**config.mk**
```make
export PLATFORM = sky130hd
export DESIGN_NAME = bram_dwc_seq
export DESIGN_NICKNAME = d
export VERILOG_FILES = /design/src/rtl/bram_dwc_seq.sv
export SDC_FILE = /design/constraint.sdc
export NUM_CORES = 1
export LEC_CHECK = 0
export CAP_MARGIN = 20
export CORE_UTILIZATION = 46
export CTS_CLUSTER_DIAMETER = 40
export DETAILED_ROUTE_END_ITERATION = 16
export GPL_ROUTABILITY_DRIVEN = 0
export PLACE_DENSITY = 0.82
export SETUP_SLACK_MARGIN = 0.5
export SLEW_MARGIN = 20
export SYNTH_ARGS = -nofsm -noshare
export SYNTH_HDL_FRONTEND = slang
export SYNTH_SLANG_ARGS = --single-unit
```
**constraint.sdc**
```tcl
create_clock -name Clk_CI -period 2.3 [get_ports Clk_CI]
set_input_delay 0.345 -clock Clk_CI [delete_from_list [all_inputs] [get_ports Clk_CI]]
set_output_delay 0.345 -clock Clk_CI [all_outputs]
set_load 0.02 [all_outputs]
```
**src/rtl/bram_dwc_seq.sv**
```systemverilog
// Wide-to-narrow BRAM width converter: splits one master access into R narrow
// beats, then reassembles read beats into a single wide response.
module bram_dwc_seq #(
  parameter int MST_DATA_BITW = 64,
  parameter int SLV_DATA_BITW = 32,
  parameter int ADDR_BITW     = 32,
  parameter int RD_LATENCY    = 1
) (
  input  logic                       Clk_CI,
  input  logic                       Rst_RI,
  input  logic                       Req_SI,
  output logic                       Gnt_SO,
  input  logic [ADDR_BITW-1:0]       Addr_DI,
  input  logic [MST_DATA_BITW/8-1:0] WrEn_SI,
  input  logic [MST_DATA_BITW-1:0]   Wr_DI,
  output logic                       RdValid_SO,
  output logic [MST_DATA_BITW-1:0]   Rd_DO,
  output logic                       En_SO,
  output logic [ADDR_BITW-1:0]       Addr_DO,
  output logic [SLV_DATA_BITW/8-1:0] WrEn_SO,
  output logic [SLV_DATA_BITW-1:0]   Wr_DO,
  input  logic [SLV_DATA_BITW-1:0]   Rd_DI,
  output logic [1:0]                 dbg_state
);

  localparam int R    = MST_DATA_BITW / SLV_DATA_BITW;
  localparam int MB   = MST_DATA_BITW / 8;
  localparam int SB   = SLV_DATA_BITW / 8;
  localparam int KW   = (R > 1) ? $clog2(R) : 1;
  localparam int AOFF = $clog2(MB);
  localparam logic [ADDR_BITW-1:0] ALIGN_MASK = {ADDR_BITW{1'b1}} << AOFF;

  typedef enum logic [1:0] {IDLE = 2'd0, ISSUE = 2'd1, DRAIN = 2'd2, RESP = 2'd3} state_t;

  state_t                    state;
  logic [KW-1:0]             k;
  logic                      is_wr;
  logic [MST_DATA_BITW-1:0]  wdata;
  logic [MB-1:0]             wen;
  logic [MST_DATA_BITW-1:0]  cap;
  logic [MST_DATA_BITW-1:0]  cap_next;
  logic                      pipe_vld [RD_LATENCY];
  logic [KW-1:0]             pipe_idx [RD_LATENCY];
  logic                      last_cap;

  assign Gnt_SO    = (state == IDLE) && !Rst_RI;
  assign dbg_state = state;

  // The oldest pipeline stage marks the cycle in which Rd_DI carries that beat.
  always_comb begin
    cap_next = cap;
    if (pipe_vld[RD_LATENCY-1]) begin
      for (int b = 0; b < R; b++) begin
        if (pipe_idx[RD_LATENCY-1] == KW'(b))
          cap_next[b*SLV_DATA_BITW +: SLV_DATA_BITW] = Rd_DI;
      end
    end
  end

  assign last_cap = pipe_vld[RD_LATENCY-1] && (pipe_idx[RD_LATENCY-1] == KW'(R-1));

  always_ff @(posedge Clk_CI) begin
    if (Rst_RI) begin
      state      <= IDLE;
      k          <= '0;
      is_wr      <= 1'b0;
      wdata      <= '0;
      wen        <= '0;
      cap        <= '0;
      En_SO      <= 1'b0;
      Addr_DO    <= '0;
      WrEn_SO    <= '0;
      Wr_DO      <= '0;
      RdValid_SO <= 1'b0;
      Rd_DO      <= '0;
      for (int i = 0; i < RD_LATENCY; i++) begin
        pipe_vld[i] <= 1'b0;
        pipe_idx[i] <= '0;
      end
    end else begin
      RdValid_SO  <= 1'b0;
      cap         <= cap_next;
      pipe_vld[0] <= (state == ISSUE) && !is_wr;
      pipe_idx[0] <= k;
      for (int i = 1; i < RD_LATENCY; i++) begin
        pipe_vld[i] <= pipe_vld[i-1];
        pipe_idx[i] <= pipe_idx[i-1];
      end
      case (state)
        IDLE: begin
          if (Req_SI) begin
            state   <= ISSUE;
            k       <= '0;
            is_wr   <= |WrEn_SI;
            En_SO   <= 1'b1;
            Addr_DO <= Addr_DI & ALIGN_MASK;
            Wr_DO   <= Wr_DI[SLV_DATA_BITW-1:0];
            wdata   <= Wr_DI >> SLV_DATA_BITW;
            WrEn_SO <= WrEn_SI[SB-1:0];
            wen     <= WrEn_SI >> SB;
          end
        end
        ISSUE: begin
          if (k == KW'(R-1)) begin
            En_SO   <= 1'b0;
            WrEn_SO <= '0;
            state   <= is_wr ? IDLE : DRAIN;
          end else begin
            // Remaining beats are consumed from the bottom of shift registers.
            k       <= k + 1'b1;
            Addr_DO <= Addr_DO + ADDR_BITW'(SB);
            Wr_DO   <= wdata[SLV_DATA_BITW-1:0];
            wdata   <= wdata >> SLV_DATA_BITW;
            WrEn_SO <= wen[SB-1:0];
            wen     <= wen >> SB;
          end
        end
        DRAIN: begin
          if (last_cap) begin
            state      <= RESP;
            RdValid_SO <= 1'b1;
            Rd_DO      <= cap_next;
          end
        end
        RESP: state <= IDLE;
        default: state <= IDLE;
      endcase
    end
  end

endmodule

```
# Word-level counts from Yosys, hierarchy flattened
# Memories as Yosys holds them, arrays and structs flattened.
# Index checks and enable logic that the tools add are counted.
dict set report op_classes {
  add_sub_neg 2
  eq_ne 7
  mux 37
  n_bitwise 1
  reduce_logical 17
}
# operator count
set op_table {}
lappend op_table {{$mux W32} 6}
lappend op_table {{$mux W64} 3}
lappend op_table {{$pmux W32 S2} 2}
lappend op_table {{$pmux W64 S2} 1}
lappend op_table {{$add A32 B3 Y32 const B} 1}
lappend op_table {{$mux W8} 2}
lappend op_table {{$pmux W8 S2} 1}
lappend op_table {{$mux W1} 12}
lappend op_table {{$reduce_and A3 Y1} 3}
lappend op_table {{$mux W2} 4}
lappend op_table {{$mux W4} 2}
lappend op_table {{$ne A2 B2 Y1 const B} 4}
lappend op_table {{$pmux W2 S4} 1}
lappend op_table {{$pmux W4 S2} 1}
lappend op_table {{$reduce_or A8 Y1} 1}
lappend op_table {{$reduce_and A2 Y1} 3}
lappend op_table {{$eq A2 B2 Y1 const B} 2}
lappend op_table {{$pmux W1 S2} 2}
lappend op_table {{$logic_and A1 B1 Y1} 3}
lappend op_table {{$eq A2 B1 Y1 const B} 1}
lappend op_table {{$logic_not A1 Y1} 2}
lappend op_table {{$logic_not A2 Y1} 1}
lappend op_table {{$reduce_bool A2 Y1} 1}
lappend op_table {{$reduce_or A1 Y1} 2}
lappend op_table {{3 further kinds} 3}
dict set report word_totals {
  register_bits 274
  mem_bits_rw 2
  wordCells 78
  n_memories 2
}
# name depth width rd rd_ports_with_merged_regs wr line
set mem_list {}
lappend mem_list {pipe_idx 1 1 1 0 1 43} ;# logic [KW-1:0] pipe_idx [RD_LATENCY];
lappend mem_list {pipe_vld 1 1 1 0 1 42} ;# logic pipe_vld [RD_LATENCY];

# Logic depth before layout (Yosys ltp)
dict set report depth {
  ltp_word 3
  depth_mapped 7
  ltp_nobuf 5
}

# Worst setup path before layout
# Ideal clock, no wire load.
dict set report synth_timing {
  kind {reg2reg}
  from {register Addr_DO[2]}
  to {register Addr_DO[20]}
  setup_time_ps 74
  arrival_time_ps 2142
  setup_slack_ps 84
  stages_incl_launch_ff 7
  path_buffers 1
  period_less_slack_ps 2216
  path_cell_list {dfxtp_1 ha_1 nand3_2 or4_1 buf_2 or4_1 a31oi_1}
}
dict set report synth_between {
  elab_chain_len 3
}
# element line
set synth_rtl {}
lappend synth_rtl {{start: declaration} 19} ;# output logic [ADDR_BITW-1:0] Addr_DO,
lappend synth_rtl {{start signal: assignment} 96} ;# Addr_DO <= Addr_DI & ALIGN_MASK;
lappend synth_rtl {{start signal: assignment} 111} ;# Addr_DO <= Addr_DO + ADDR_BITW'(SB);
lappend synth_rtl {{$add A32 B3 Y32} 111}
lappend synth_rtl {{$mux W32} 104} ;# if (k == KW'(R-1)) begin
lappend synth_rtl {{$pmux W32 S2} 89} ;# case (state)
# Every way passes these cells. The select of a mux whose other input is x is not followed.
# A chain may end at the register's enable or synchronous reset.

# Final worst setup path
dict set report layout_timing {
  from {register Addr_DO[28]}
  to {register Addr_DO[29]}
}
# Same word-level chain as after synthesis.

==> flow_summary.toml <==
[die]
chipHeight_microns = 137
core_area_sq_um = 17900
initial_core_util = 0.469
num_rows = 49
dieArea_sq_um = 18800
io_pins = 276
die_w_microns = 137

[sta]
final_hold_viol_count = 0
whs_ns = 0.0754
max_clock_freq_ghz = 0.540
skew_ns = 0.0126
drv_slew = 0
rsz0062_at_grt = "yes"
slew-limit-headroom = 0.572
finalSetupTns_ns = 0
min_period_ns = 1.85
finalCritPeriodShare = 0.806
tightest_slew_ns = 0.642
setup_viol = 0

[worst_setup_path]
startpoint_type = "register"
crit_required_ns = 2.72
critical_path_arrival_ns = 2.27
crit_fanout = 5
cp-end-kind = "register"
r2r_cells = 4
timing_worst_setup_path_type = "reg2reg"

[clocking]
tritoncts = "done"
cts_buffers = 29
hold_buffers = 0
cts.sinks = 206
insertion_delay_ns = 0.53
clk_path_buf_depth = 3
root_buffer = "clkbuf_16"
ctsHtreeMaxLevel = 1
path_clk_slew_ns = 0.06

[power_and_ir_drop]
vdd_drop_max_uv = 632
powerDensity_nw_per_um2 = 774
total_power_w = 0.00986
power_leakage_nw = 5.43

[logic_synthesis]
synth.yosys.seq_area_share = 0.491
yosysWarnings = 0
synth_cell_types = 58
async_flop_share = 0
ys_dominant_reg_cell = "dfxtp_1"
avgSynthCellArea_sq_um = 8.44
synth.ff_latch_count = 206
synth.cell_area_sq_um = 8390
synth_edf_count = 0
syn_inst = 995

[global_routing]
grt-ovfl-total = 0
grt_max_degree = 138
grt_pass1_wl_microns = 38900
grt_pass1_vias = 7826
grt.total_usage = 0.258
antenna_found_initial = 0

[routing]
dr.pass1.iters = 5
via_count = 8772
drc = 0
vias_per_cell = 5.74
wirelength_microns = 27600
avgRoutedWirePerCell_microns = 18.1
drt_iter0_markers = 562
ant_nets = 0

[finish]
mostFrequentLayoutCells = "181 x dfxtp_1, 162 x nand2_1, 152 x nor2_1"
stdcell_count = 1527
mostFrequentLayoutCell = "dfxtp_1"
area_growth_syn_to_layout_pct = 51.7
drive_gt1_frac = 0.137
fin_nets = 1417
stdcell_area_sq_um = 12700
diodes = 0

[placement]
dp_hpwl_microns = 16600
place_area_sq_um = 11400
port_buffers = 270
place_inst = 1427

[min_path]
min_path_cells = 2
min_path_type = "in2reg"

[outcome]
status = "complete, no violations"

[run]
max_cap_violations = 0
[registers in the layout, indices dropped and copies added (netlist names)]
register / cells
Rd_DO: 64
Wr_DO: 32
cap: 32
wdata: 32
Addr_DO: 30
WrEn_SO: 4
wen: 4
dbg_state: 2
En_SO: 1
RdValid_SO: 1
is_wr: 1
k: 1
pipe_idx: 1
pipe_vld: 1
[worst max-delay path, cell delays in order (launching register included)]
cell	delay, ns
dfxtp_4	0.38
nand3_1	0.11
or4_4	0.55
or4_1	0.53
and3_1	0.17
[worst paths after layout]
kind / endpoint / slack [ns] / start
max: Addr_DO[29] / 0.45 / Addr_DO[28]
min: Addr_DO[4] / 0.08 / Rst_RI
max reg2reg: Addr_DO[29] / 0.45 / Addr_DO[28]
min reg2reg: pipe_vld[0] / 0.43 / is_wr
[final cells by class]
type / instances / area (sq um)
fill: 1408 / 5170
sequential: 206 / 4200
multi-input combinational: 692 / 4030
timing repair buffer: 340 / 3240
clock buffer: 38 / 821
tap: 229 / 287
clock inverter: 14 / 124
inverter: 8 / 30.0
[through the flow]
stage	util	setup WS (ns)
floorplan	-	0.461
finish	0.711	0.447
global placement	0.636	0.153
global route	0.711	0.403
detailed placement	0.636	0.139
CTS	0.683	0.305
[synth_stat cells, types with 6 or more instances]
| cell type | number | share of area |
|---|---|---|
| a31oi_1 | 8 | 0.0060 |
| or4_1 | 12 | 0.011 |
| buf_1 | 12 | 0.0054 |
| o21ai_0 | 17 | 0.010 |
| nand4_1 | 18 | 0.013 |
| mux2i_1 | 35 | 0.042 |
| inv_1 | 8 | 0.0036 |
| nor2_1 | 155 | 0.069 |
| a311oi_1 | 40 | 0.042 |
| a211oi_1 | 33 | 0.030 |
| a22oi_1 | 38 | 0.034 |
| nand2_1 | 164 | 0.073 |
| clkbuf_1 | 72 | 0.032 |
| nand3_1 | 10 | 0.0060 |
| dfxtp_1 | 206 | 0.49 |
| nor3_1 | 6 | 0.0036 |
| nor4_1 | 10 | 0.0075 |
| a21oi_1 | 62 | 0.037 |
[metal layers]
| metal | GRT usage | wire length, microns | vias to the layer above |
|---|---|---|---|
| li1 | - | - | 4130 |
| met1 | 0.312 | 11000 | 4104 |
| met3 | 0.0704 | 2480 | 95 |
| met2 | 0.438 | 13200 | 443 |
| met5 | 0 | 0 | - |
| met4 | 0.0934 | 981 | 0 |
[logic make-up (layout without fill, tap and decap cells)]
kind of cell	Yosys count	count (layout)	share of synthesized area
DFF	206	206	0.491
other	1	2	0.000447
adders and majority gates	1	1	0.00149
muxes	35	35	0.0417
AOI/OAI and AO/OA	239	239	0.199
and+or+nand+nor	415	415	0.220
buffers and inverters	98	400	0.0453
[power by group]
| part | switching (W) | internal [W] | total, W |
|---|---|---|---|
| clock network | 0.00163 | 0.00263 | 0.00426 |
| registers | 0.000176 | 0.00378 | 0.00396 |
| logic | 0.000890 | 0.000752 | 0.00164 |
| total | 0.00269 | 0.00717 | 0.00986 |
[timing repair]
| item | in CTS | in global routing |
|---|---|---|
| cloned | 0 | 4 |
| resized for setup | 143 | 49 |
| pin swaps | 3 | 15 |
| setup endpoints to repair | 143 | 53 |
| buffers inserted | 6 | 38 |
No activity file was read; power rests on OpenSTA's default activity.
